### config.mk
export PLATFORM = sky130hd
export DESIGN_NAME = minimac3_slotctl_flat
export DESIGN_NICKNAME = d
export VERILOG_FILES = /design/src/rtl/minimac3_slotctl_if.sv /design/src/rtl/minimac3_slotctl.sv /design/src/flat_wrapper.sv
export SDC_FILE = /design/constraint.sdc
export NUM_CORES = 1
export LEC_CHECK = 0
export ABC_AREA = 1
export CAP_MARGIN = 10
export CORE_MARGIN = 4
export CORE_UTILIZATION = 39
export CTS_CLUSTER_DIAMETER = 80
export CTS_CLUSTER_SIZE = 12
export DETAILED_ROUTE_END_ITERATION = 8
export PLACE_DENSITY = 0.78
export SLEW_MARGIN = 25
export SYNTH_ARGS = -nofsm -noshare
export SYNTH_HDL_FRONTEND = slang
export SYNTH_SLANG_ARGS = --single-unit
export TNS_END_PERCENT = 30
### constraint.sdc
create_clock -name sys_clk -period 2.21 [get_ports sys_clk]
set_input_delay 0.221 -clock sys_clk [delete_from_list [all_inputs] [get_ports sys_clk]]
set_output_delay 0.221 -clock sys_clk [all_outputs]
set_load 0.05 [all_outputs]
### src/rtl/minimac3_slotctl_if.sv
// CSR bus plus RX-slot / TX handshake bundle for the minimac3 slot controller.
// "slave" is the controller side; "master" is the CSR host / MAC datapath side.
interface minimac3_slotctl_if;
   logic [13:0] csr_a;
   logic        csr_we;
   logic [31:0] csr_di;
   logic [31:0] csr_do;
   logic        irq_rx;
   logic        irq_tx;
   logic [1:0]  sys_rx_ready;
   logic [1:0]  sys_rx_done;
   logic [10:0] sys_rx_count_0;
   logic [10:0] sys_rx_count_1;
   logic        sys_tx_start;
   logic        sys_tx_done;
   logic [10:0] sys_tx_count;

   modport slave (
      input  csr_a, csr_we, csr_di, sys_rx_done, sys_rx_count_0, sys_rx_count_1, sys_tx_done,
      output csr_do, irq_rx, irq_tx, sys_rx_ready, sys_tx_start, sys_tx_count
   );

   modport master (
      output csr_a, csr_we, csr_di, sys_rx_done, sys_rx_count_0, sys_rx_count_1, sys_tx_done,
      input  csr_do, irq_rx, irq_tx, sys_rx_ready, sys_tx_start, sys_tx_count
   );
endinterface

### src/rtl/minimac3_slotctl.sv
// minimac3 slot controller: two RX buffer slots (EMPTY/LOADED/PENDING), one TX
// launch/complete FSM, and a small CSR bank with a registered read port.
module minimac3_slotctl #(
   parameter logic [3:0] csr_addr = 4'h0
) (
   input logic                 sys_clk,
   input logic                 sys_rst,
   minimac3_slotctl_if.slave   bus
);

   typedef enum logic [1:0] {
      SLOT_EMPTY   = 2'd0,
      SLOT_LOADED  = 2'd1,
      SLOT_PENDING = 2'd2
   } slot_state_t;

   typedef enum logic {
      TX_IDLE = 1'b0,
      TX_BUSY = 1'b1
   } tx_state_t;

   localparam logic [2:0] IDX_TXCOUNT = 3'd4;

   logic        bank_sel;
   logic [2:0]  reg_idx;
   logic        csr_wr;
   logic [10:0] rx_count [2];
   slot_state_t slot_state [2];
   logic [10:0] slot_count [2];

   logic [31:0] csr_do_q, csr_do_d;
   logic        irq_rx_q, irq_rx_d;

   tx_state_t   tx_state_q;
   logic [10:0] tx_count_q;
   logic        tx_launch_q;
   logic        tx_start_q;
   logic        irq_tx_q;

   // Address bits between the bank select and the register index are don't-care,
   // and only the low data bits of any register are meaningful.
   logic unused_bits;
   assign unused_bits = ^{bus.csr_a[9:3], bus.csr_di[31:11]};

   assign bank_sel    = (bus.csr_a[13:10] == csr_addr);
   assign reg_idx     = bus.csr_a[2:0];
   assign csr_wr      = bank_sel && bus.csr_we;
   assign rx_count[0] = bus.sys_rx_count_0;
   assign rx_count[1] = bus.sys_rx_count_1;

   generate
      for (genvar gi = 0; gi < 2; gi++) begin : g_slot
         localparam logic [2:0] STATE_IDX = 3'(2 * gi);

         slot_state_t state_q, state_d;
         logic [10:0] count_q, count_d;

         // Completion on a LOADED slot wins over a simultaneous CSR state write.
         always_comb begin
            state_d = state_q;
            count_d = count_q;
            if (bus.sys_rx_done[gi] && (state_q == SLOT_LOADED)) begin
               state_d = SLOT_PENDING;
               count_d = rx_count[gi];
            end else if (csr_wr && (reg_idx == STATE_IDX)) begin
               case (bus.csr_di[1:0])
                  2'd1:    state_d = SLOT_LOADED;
                  2'd2:    state_d = SLOT_PENDING;
                  default: state_d = SLOT_EMPTY;
               endcase
            end
         end

         // Slot state and captured byte count.
         always_ff @(posedge sys_clk) begin
            if (sys_rst) begin
               state_q <= SLOT_EMPTY;
               count_q <= '0;
            end else begin
               state_q <= state_d;
               count_q <= count_d;
            end
         end

         assign slot_state[gi]       = state_q;
         assign slot_count[gi]       = count_q;
         assign bus.sys_rx_ready[gi] = (state_q == SLOT_LOADED);
      end
   endgenerate

   // Read mux and RX interrupt source, both from the current register values.
   always_comb begin
      csr_do_d = '0;
      if (bank_sel) begin
         case (reg_idx)
            3'd0:        csr_do_d = {30'd0, slot_state[0]};
            3'd1:        csr_do_d = {21'd0, slot_count[0]};
            3'd2:        csr_do_d = {30'd0, slot_state[1]};
            3'd3:        csr_do_d = {21'd0, slot_count[1]};
            IDX_TXCOUNT: csr_do_d = {21'd0, tx_count_q};
            default:     csr_do_d = '0;
         endcase
      end
      irq_rx_d = (slot_state[0] == SLOT_PENDING) || (slot_state[1] == SLOT_PENDING);
   end

   // Registered CSR read data and RX interrupt.
   always_ff @(posedge sys_clk) begin
      if (sys_rst) begin
         csr_do_q <= '0;
         irq_rx_q <= 1'b0;
      end else begin
         csr_do_q <= csr_do_d;
         irq_rx_q <= irq_rx_d;
      end
   end

   // TX FSM: a nonzero TXCOUNT write launches a frame; start pulses one cycle after
   // the count lands. Done during the start cycle is too early and is ignored; an
   // accepted done before start cancels the pending launch.
   always_ff @(posedge sys_clk) begin
      if (sys_rst) begin
         tx_state_q  <= TX_IDLE;
         tx_count_q  <= '0;
         tx_launch_q <= 1'b0;
         tx_start_q  <= 1'b0;
         irq_tx_q    <= 1'b0;
      end else begin
         tx_launch_q <= 1'b0;
         tx_start_q  <= 1'b0;
         irq_tx_q    <= 1'b0;
         case (tx_state_q)
            TX_IDLE: begin
               if (csr_wr && (reg_idx == IDX_TXCOUNT) && (bus.csr_di[10:0] != 11'd0)) begin
                  tx_count_q  <= bus.csr_di[10:0];
                  tx_launch_q <= 1'b1;
                  tx_state_q  <= TX_BUSY;
               end
            end
            TX_BUSY: begin
               if (bus.sys_tx_done && !tx_start_q) begin
                  tx_count_q <= '0;
                  irq_tx_q   <= 1'b1;
                  tx_state_q <= TX_IDLE;
               end else begin
                  tx_start_q <= tx_launch_q;
               end
            end
            default: tx_state_q <= TX_IDLE;
         endcase
      end
   end

   assign bus.csr_do       = csr_do_q;
   assign bus.irq_rx       = irq_rx_q;
   assign bus.irq_tx       = irq_tx_q;
   assign bus.sys_tx_start = tx_start_q;
   assign bus.sys_tx_count = tx_count_q;

endmodule

### src/flat_wrapper.sv
// flat-port wrapper written by rule: the top's interface ports become plain ports
module minimac3_slotctl_flat 
#(
   parameter logic [3:0] csr_addr = 4'h0
)
  (sys_clk, sys_rst, bus_csr_a, bus_csr_we, bus_csr_di, bus_sys_rx_done, bus_sys_rx_count_0, bus_sys_rx_count_1, bus_sys_tx_done, bus_csr_do, bus_irq_rx, bus_irq_tx, bus_sys_rx_ready, bus_sys_tx_start, bus_sys_tx_count);
  minimac3_slotctl_if bus_i ();
  input logic sys_clk;
  input logic sys_rst;
  input wire logic [$bits(bus_i.csr_a)-1:0] bus_csr_a;
  input wire logic [$bits(bus_i.csr_we)-1:0] bus_csr_we;
  input wire logic [$bits(bus_i.csr_di)-1:0] bus_csr_di;
  input wire logic [$bits(bus_i.sys_rx_done)-1:0] bus_sys_rx_done;
  input wire logic [$bits(bus_i.sys_rx_count_0)-1:0] bus_sys_rx_count_0;
  input wire logic [$bits(bus_i.sys_rx_count_1)-1:0] bus_sys_rx_count_1;
  input wire logic [$bits(bus_i.sys_tx_done)-1:0] bus_sys_tx_done;
  output wire logic [$bits(bus_i.csr_do)-1:0] bus_csr_do;
  output wire logic [$bits(bus_i.irq_rx)-1:0] bus_irq_rx;
  output wire logic [$bits(bus_i.irq_tx)-1:0] bus_irq_tx;
  output wire logic [$bits(bus_i.sys_rx_ready)-1:0] bus_sys_rx_ready;
  output wire logic [$bits(bus_i.sys_tx_start)-1:0] bus_sys_tx_start;
  output wire logic [$bits(bus_i.sys_tx_count)-1:0] bus_sys_tx_count;
  assign bus_i.csr_a = bus_csr_a;
  assign bus_i.csr_we = bus_csr_we;
  assign bus_i.csr_di = bus_csr_di;
  assign bus_i.sys_rx_done = bus_sys_rx_done;
  assign bus_i.sys_rx_count_0 = bus_sys_rx_count_0;
  assign bus_i.sys_rx_count_1 = bus_sys_rx_count_1;
  assign bus_i.sys_tx_done = bus_sys_tx_done;
  assign bus_csr_do = bus_i.csr_do;
  assign bus_irq_rx = bus_i.irq_rx;
  assign bus_irq_tx = bus_i.irq_tx;
  assign bus_sys_rx_ready = bus_i.sys_rx_ready;
  assign bus_sys_tx_start = bus_i.sys_tx_start;
  assign bus_sys_tx_count = bus_i.sys_tx_count;
  minimac3_slotctl #(.csr_addr(csr_addr)) u_core (.sys_clk(sys_clk), .sys_rst(sys_rst), .bus(bus_i));
endmodule
======== Word-level counts from Yosys, hierarchy flattened ========
Cells that the tools add are included.
word-level totals
  flip-flop bits (word level) ............. 74
  input bits .............................. 74
  output and inout port bits .............. 48
  word-level logic and storage cells ...... 62
operators by class
  equality and inequality tests ........... 12
  mux-type cells .......................... 13
  bitwise gates (word level) .............. 2
  reductions and logical operators ........ 22
operators with widths
  operator            count
  $pmux 11 s5         1
  $mux 11             2
  $pmux 11 s2         1
  $reduce_bool 11->1  1
  $reduce_or 2->1     5
  $logic_and 1x1->1   8
  $mux 2              4
  $eq 2x1->1 const B  3
  $eq 2x2->1 const B  3
  $eq 3x2->1 const B  2
  $logic_not 4->1     1
  $pmux 2 s2          1
  $reduce_bool 2->1   2
  $eq 3x1->1 const B  1
  $eq 3x3->1 const B  1
  $logic_not 3->1     1
  $mux 1              3
  $reduce_or 3->1     1
  $ne 2x1->1 const B  1
  $ne 2x2->1 const B  1
  $not 1->1           2
  $pmux 1 s2          1
  $reduce_and 2->1    1
  $logic_not 1->1     1
  $logic_or 1x1->1    1

======== Longest topological paths before layout ========
  depth after elaboration ................. 6
  mapped depth ............................ 8
  gate-level depth less buffers ........... 8

======== Least setup slack after synthesis ========
Ideal clock, no wire load.
  path type ............................... register to register
  from .................................... reg u_core.g_slot[0].state_q[0]
  to ...................................... reg u_core.g_slot[0].count_q[4]
  setup time .............................. 132 ps
  arrival ................................. 1174 ps
  data required time ...................... 2078 ps
  setup slack ............................. 903 ps
  stages on the path, launching flop included .. 7
  buffers on the path ..................... 1
  period minus slack after synthesis ...... 1307 ps
  cells stage by stage .................... dfxtp_1 inv_1 nor2_4 nand2_2 buf_2 nand2_1 a21oi_1
between the ends
  cells in the longest elaborated chain, start to end .. 2
RTL lines
  element                        RTL line                text
  start: declaration             minimac3_slotctl.sv:55  slot_state_t state_q, state_d;
  start signal: assignment       minimac3_slotctl.sv:80  state_q <= state_d;
  $eq 2x1->1                     -
  named net bus_sys_rx_ready[0]  flat_wrapper.sv:20      output wire logic [$bits(bus_i.sys_rx_ready)-1:0] bus_sys_rx_ready;
  $logic_and 1x1->1              minimac3_slotctl.sv:62  if (bus.sys_rx_done[gi] && (state_q == SLOT_LOADED)) begin
  end signal: assignment         minimac3_slotctl.sv:81  count_q <= count_d;
  end: declaration               minimac3_slotctl.sv:56  logic [10:0] count_q, count_d;
The timed path passes the listed nets, and every way through them passes these cells.
A chain may end at the register's enable or synchronous reset.

======== Final worst setup path ========
  from .................................... reg u_core.g_slot[1].state_q[0]
  to ...................................... out bus_sys_rx_ready[1]
between the ends
  cells in the longest elaborated chain, start to end .. 1
RTL lines
  element                   RTL line                text
  start: declaration        minimac3_slotctl.sv:55
  start signal: assignment  minimac3_slotctl.sv:80
  $eq 2x1->1                minimac3_slotctl.sv:87  assign bus.sys_rx_ready[gi] = (state_q == SLOT_LOADED);
  end: declaration          flat_wrapper.sv:20
Every way passes these cells.

==> results.json <==
{
  "antenna_cells": 0,
  "initial_core_util": 0.413,
  "cts_buffers": 5,
  "wl_per_cell_um": 13.1,
  "ys_types": 31,
  "post-dp-hpwl_um": 4690,
  "path_max_fanout": 8,
  "critPathLaunchType": "register",
  "core_mm2": 0.00564,
  "ctsHtreeMaxLevel": 2,
  "pin_count": 122,
  "grt_pass1_vias": 2111,
  "power.leakage_nw": 1.13,
  "yosys_warnings": 0,
  "place_inst": 440,
  "hold_buffers": 0,
  "slowest_delay_ps": 840,
  "fin_nets": 449,
  "clk_pin_slew_ps": 90,
  "cp_cell_sequence": "inv_1 -> nor2_4 -> clkdlybuf4s50_1",
  "maxSlewViolCount": 0,
  "synth-edff-count": 0,
  "antenna_found_initial": 0,
  "outcome": "finished clean",
  "min_period_over_period": 0.898,
  "slew_headroom": 0.652,
  "p_sw_w": 0.000466,
  "critPathRequiredTime_ps": 1990,
  "crit_arrival_ps": 1760,
  "cts_tree": "built",
  "insertion_delay_ps": 310,
  "pwr-share-clk": 0.320,
  "postRouteAntennaNets": 0,
  "final.min_clock_period_ps": 1980,
  "die_y_um": 85.3,
  "maxCapViolCount": 0,
  "finalWeightedCongestion": 0.834,
  "avgViaCountPerCell": 4.78,
  "holdCritPathClass": "register to register",
  "crit_path_end_kind": "output pin",
  "routed_wl_um": 5850,
  "die_width_um": 85.3,
  "ys.flop_type": "dfxtp_1",
  "grt_pass1_wl_um": 9660,
  "clock_path_buffers": 2,
  "powerDensity_mw_per_mm2": 559,
  "portBuffers": 72,
  "final_util": 0.551,
  "rsz0062_at_grt": "no",
  "drt_iter0_drc": 86,
  "peakVddDrop_mv": 0.374,
  "p_comb_frac": 0.129,
  "async_reset_ff_frac": 0,
  "cts_resized": 0,
  "intPower_w": 0.00127,
  "cts_sinks": 53,
  "instances_no_fill": 448,
  "drive_gt1_frac": 0.0691,
  "setup_viol": 0,
  "slowest_stage": "clkdlybuf4s50_1",
  "finalSetupTns_ps": 0,
  "drc_errors": 0,
  "p_seq_frac": 0.551,
  "grt_max_degree": 19,
  "fin_skew_ps": 12.2,
  "worstSetupPathType": "register to output pin",
  "drtPass1Iterations": 4,
  "synth_cells": 304,
  "seq_area_frac_synth": 0.455,
  "cts_setup_buffers": 0,
  "cts-root-buf": "clkbuf_8",
  "num_rows": 27,
  "hold_viol_final": 0,
  "overflow": 0,
  "syn_area_mm2": 0.00233,
  "syn_area_per_cell_um2": 7.67,
  "die-area_mm2": 0.00728,
  "tightestPinTransition_ps": 521,
  "grt_use_total": 0.164,
  "swShare": 0.269,
  "area_growth_pct": 33.3,
  "routed-via-count": 2141,
  "ys_seq_elements": 53,
  "fmax_mhz": 504
}
[layer usage]
layer	routed length, um	global-route usage	share of wire
met2	2790	0.272	0.48
met5	0	0	0
met3	485	0.0447	0.083
met4	92	0.0561	0.016
met1	2480	0.204	0.42
[cell families after synthesis]
family | Yosys count | share of synthesized area
and+or+nand+nor | 130 | 0.258
buffers and inverters | 57 | 0.142
DFF | 53 | 0.455
other | 1 | 0.00161
AOI/OAI and AO/OA | 63 | 0.144
[worst max-delay path: cells and delay by family, from the launching register on]
kind          cells  cell delay [ps]
buf+inv           2              930
flops             1              330
simple gates      1              190
[Yosys cell counts (all sizes together) (3+ instances only)]
| master | n | area [um^2] |
|---|---|---|
| buf | 26 | 198 |
| clkbuf | 5 | 30.0 |
| nand2 | 72 | 285 |
| o21ai | 22 | 114 |
| nand4 | 4 | 25.0 |
| nor2 | 25 | 121 |
| dfxtp | 53 | 1060 |
| a21oi | 32 | 160 |
| nand3 | 27 | 153 |
| inv | 25 | 93.8 |
| a31oi | 3 | 18.8 |
[area by class of cell]
cell class / instances / area (um^2)
clock inverters: 3 / 26.3
repair buffers: 75 / 743
flip-flops and latches: 53 / 1060
fillers: 544 / 2530
inverters: 26 / 103
clock buffers: 5 / 68.8
multi-input cells: 214 / 1010
well taps: 72 / 90.1
[final timing paths]
| path | start | end | slack, ps | cells past startpoint |
|---|---|---|---|---|
| max | u_core.g_slot[1].state_q[0] | bus_sys_rx_ready[1] | 230 | 3 |
| min | u_core.tx_launch_q | u_core.bus.sys_tx_start | 410 | 2 |
| max reg2reg | u_core.g_slot[0].state_q[0] | u_core.g_slot[0].count_q[0] | 910 | 6 |
| min reg2reg | u_core.tx_launch_q | u_core.bus.sys_tx_start | 410 | 2 |
[cell usage in the layout, fill, tap and decap left out, drive strengths merged]
cell type	instances
a211oi	2
a21oi	32
a22oi	2
a31oi	3
and2	1
buf	3
clkbuf	5
clkdlybuf4s50	72
clkinv	3
conb	21
dfxtp	53
inv	26
nand2	72
nand3	27
nand4	4
nor2	25
nor3	1
o21ai	22
o22ai	2
[power by group through the flow]
stage / clock network [W] / logic [W] / registers (W)
3_5_place_dp: 0 / 0.000222 / 0.000979
5_1_grt: 0.000605 / 0.000239 / 0.000958
2_1_floorplan: 0 / 0.000154 / 0.000981
3_3_place_gp: 0 / 0.000220 / 0.000979
6_report: 0.000555 / 0.000224 / 0.000957
4_1_cts: 0.000567 / 0.000223 / 0.000957
[state kept, by name, indices dropped and copies added, names as in the netlist]
| register | cells |
|---|---|
| u_core.bus.csr_do | 11 |
| u_core.bus.irq_rx | 1 |
| u_core.bus.irq_tx | 1 |
| u_core.bus.sys_tx_count | 11 |
| u_core.bus.sys_tx_start | 1 |
| u_core.g_slot.count_q | 22 |
| u_core.g_slot.state_q | 4 |
| u_core.tx_launch_q | 1 |
| u_core.tx_state_q | 1 |
[metrics by stage]
stage | hold slack [ps] | cell area, um^2 | total power (W) | setup WS (ps)
final | 412 | 3110 | 0.00174 | 226
after detailed placement | 404 | 3010 | 0.00120 | 421
after CTS | 417 | 3110 | 0.00175 | 212
after global routing | 431 | 3110 | 0.00180 | 116
after global placement | 397 | 3010 | 0.00120 | 484
after floorplan | 338 | 2410 | 0.00113 | 903
No activity file was read; power rests on OpenSTA's default activity.
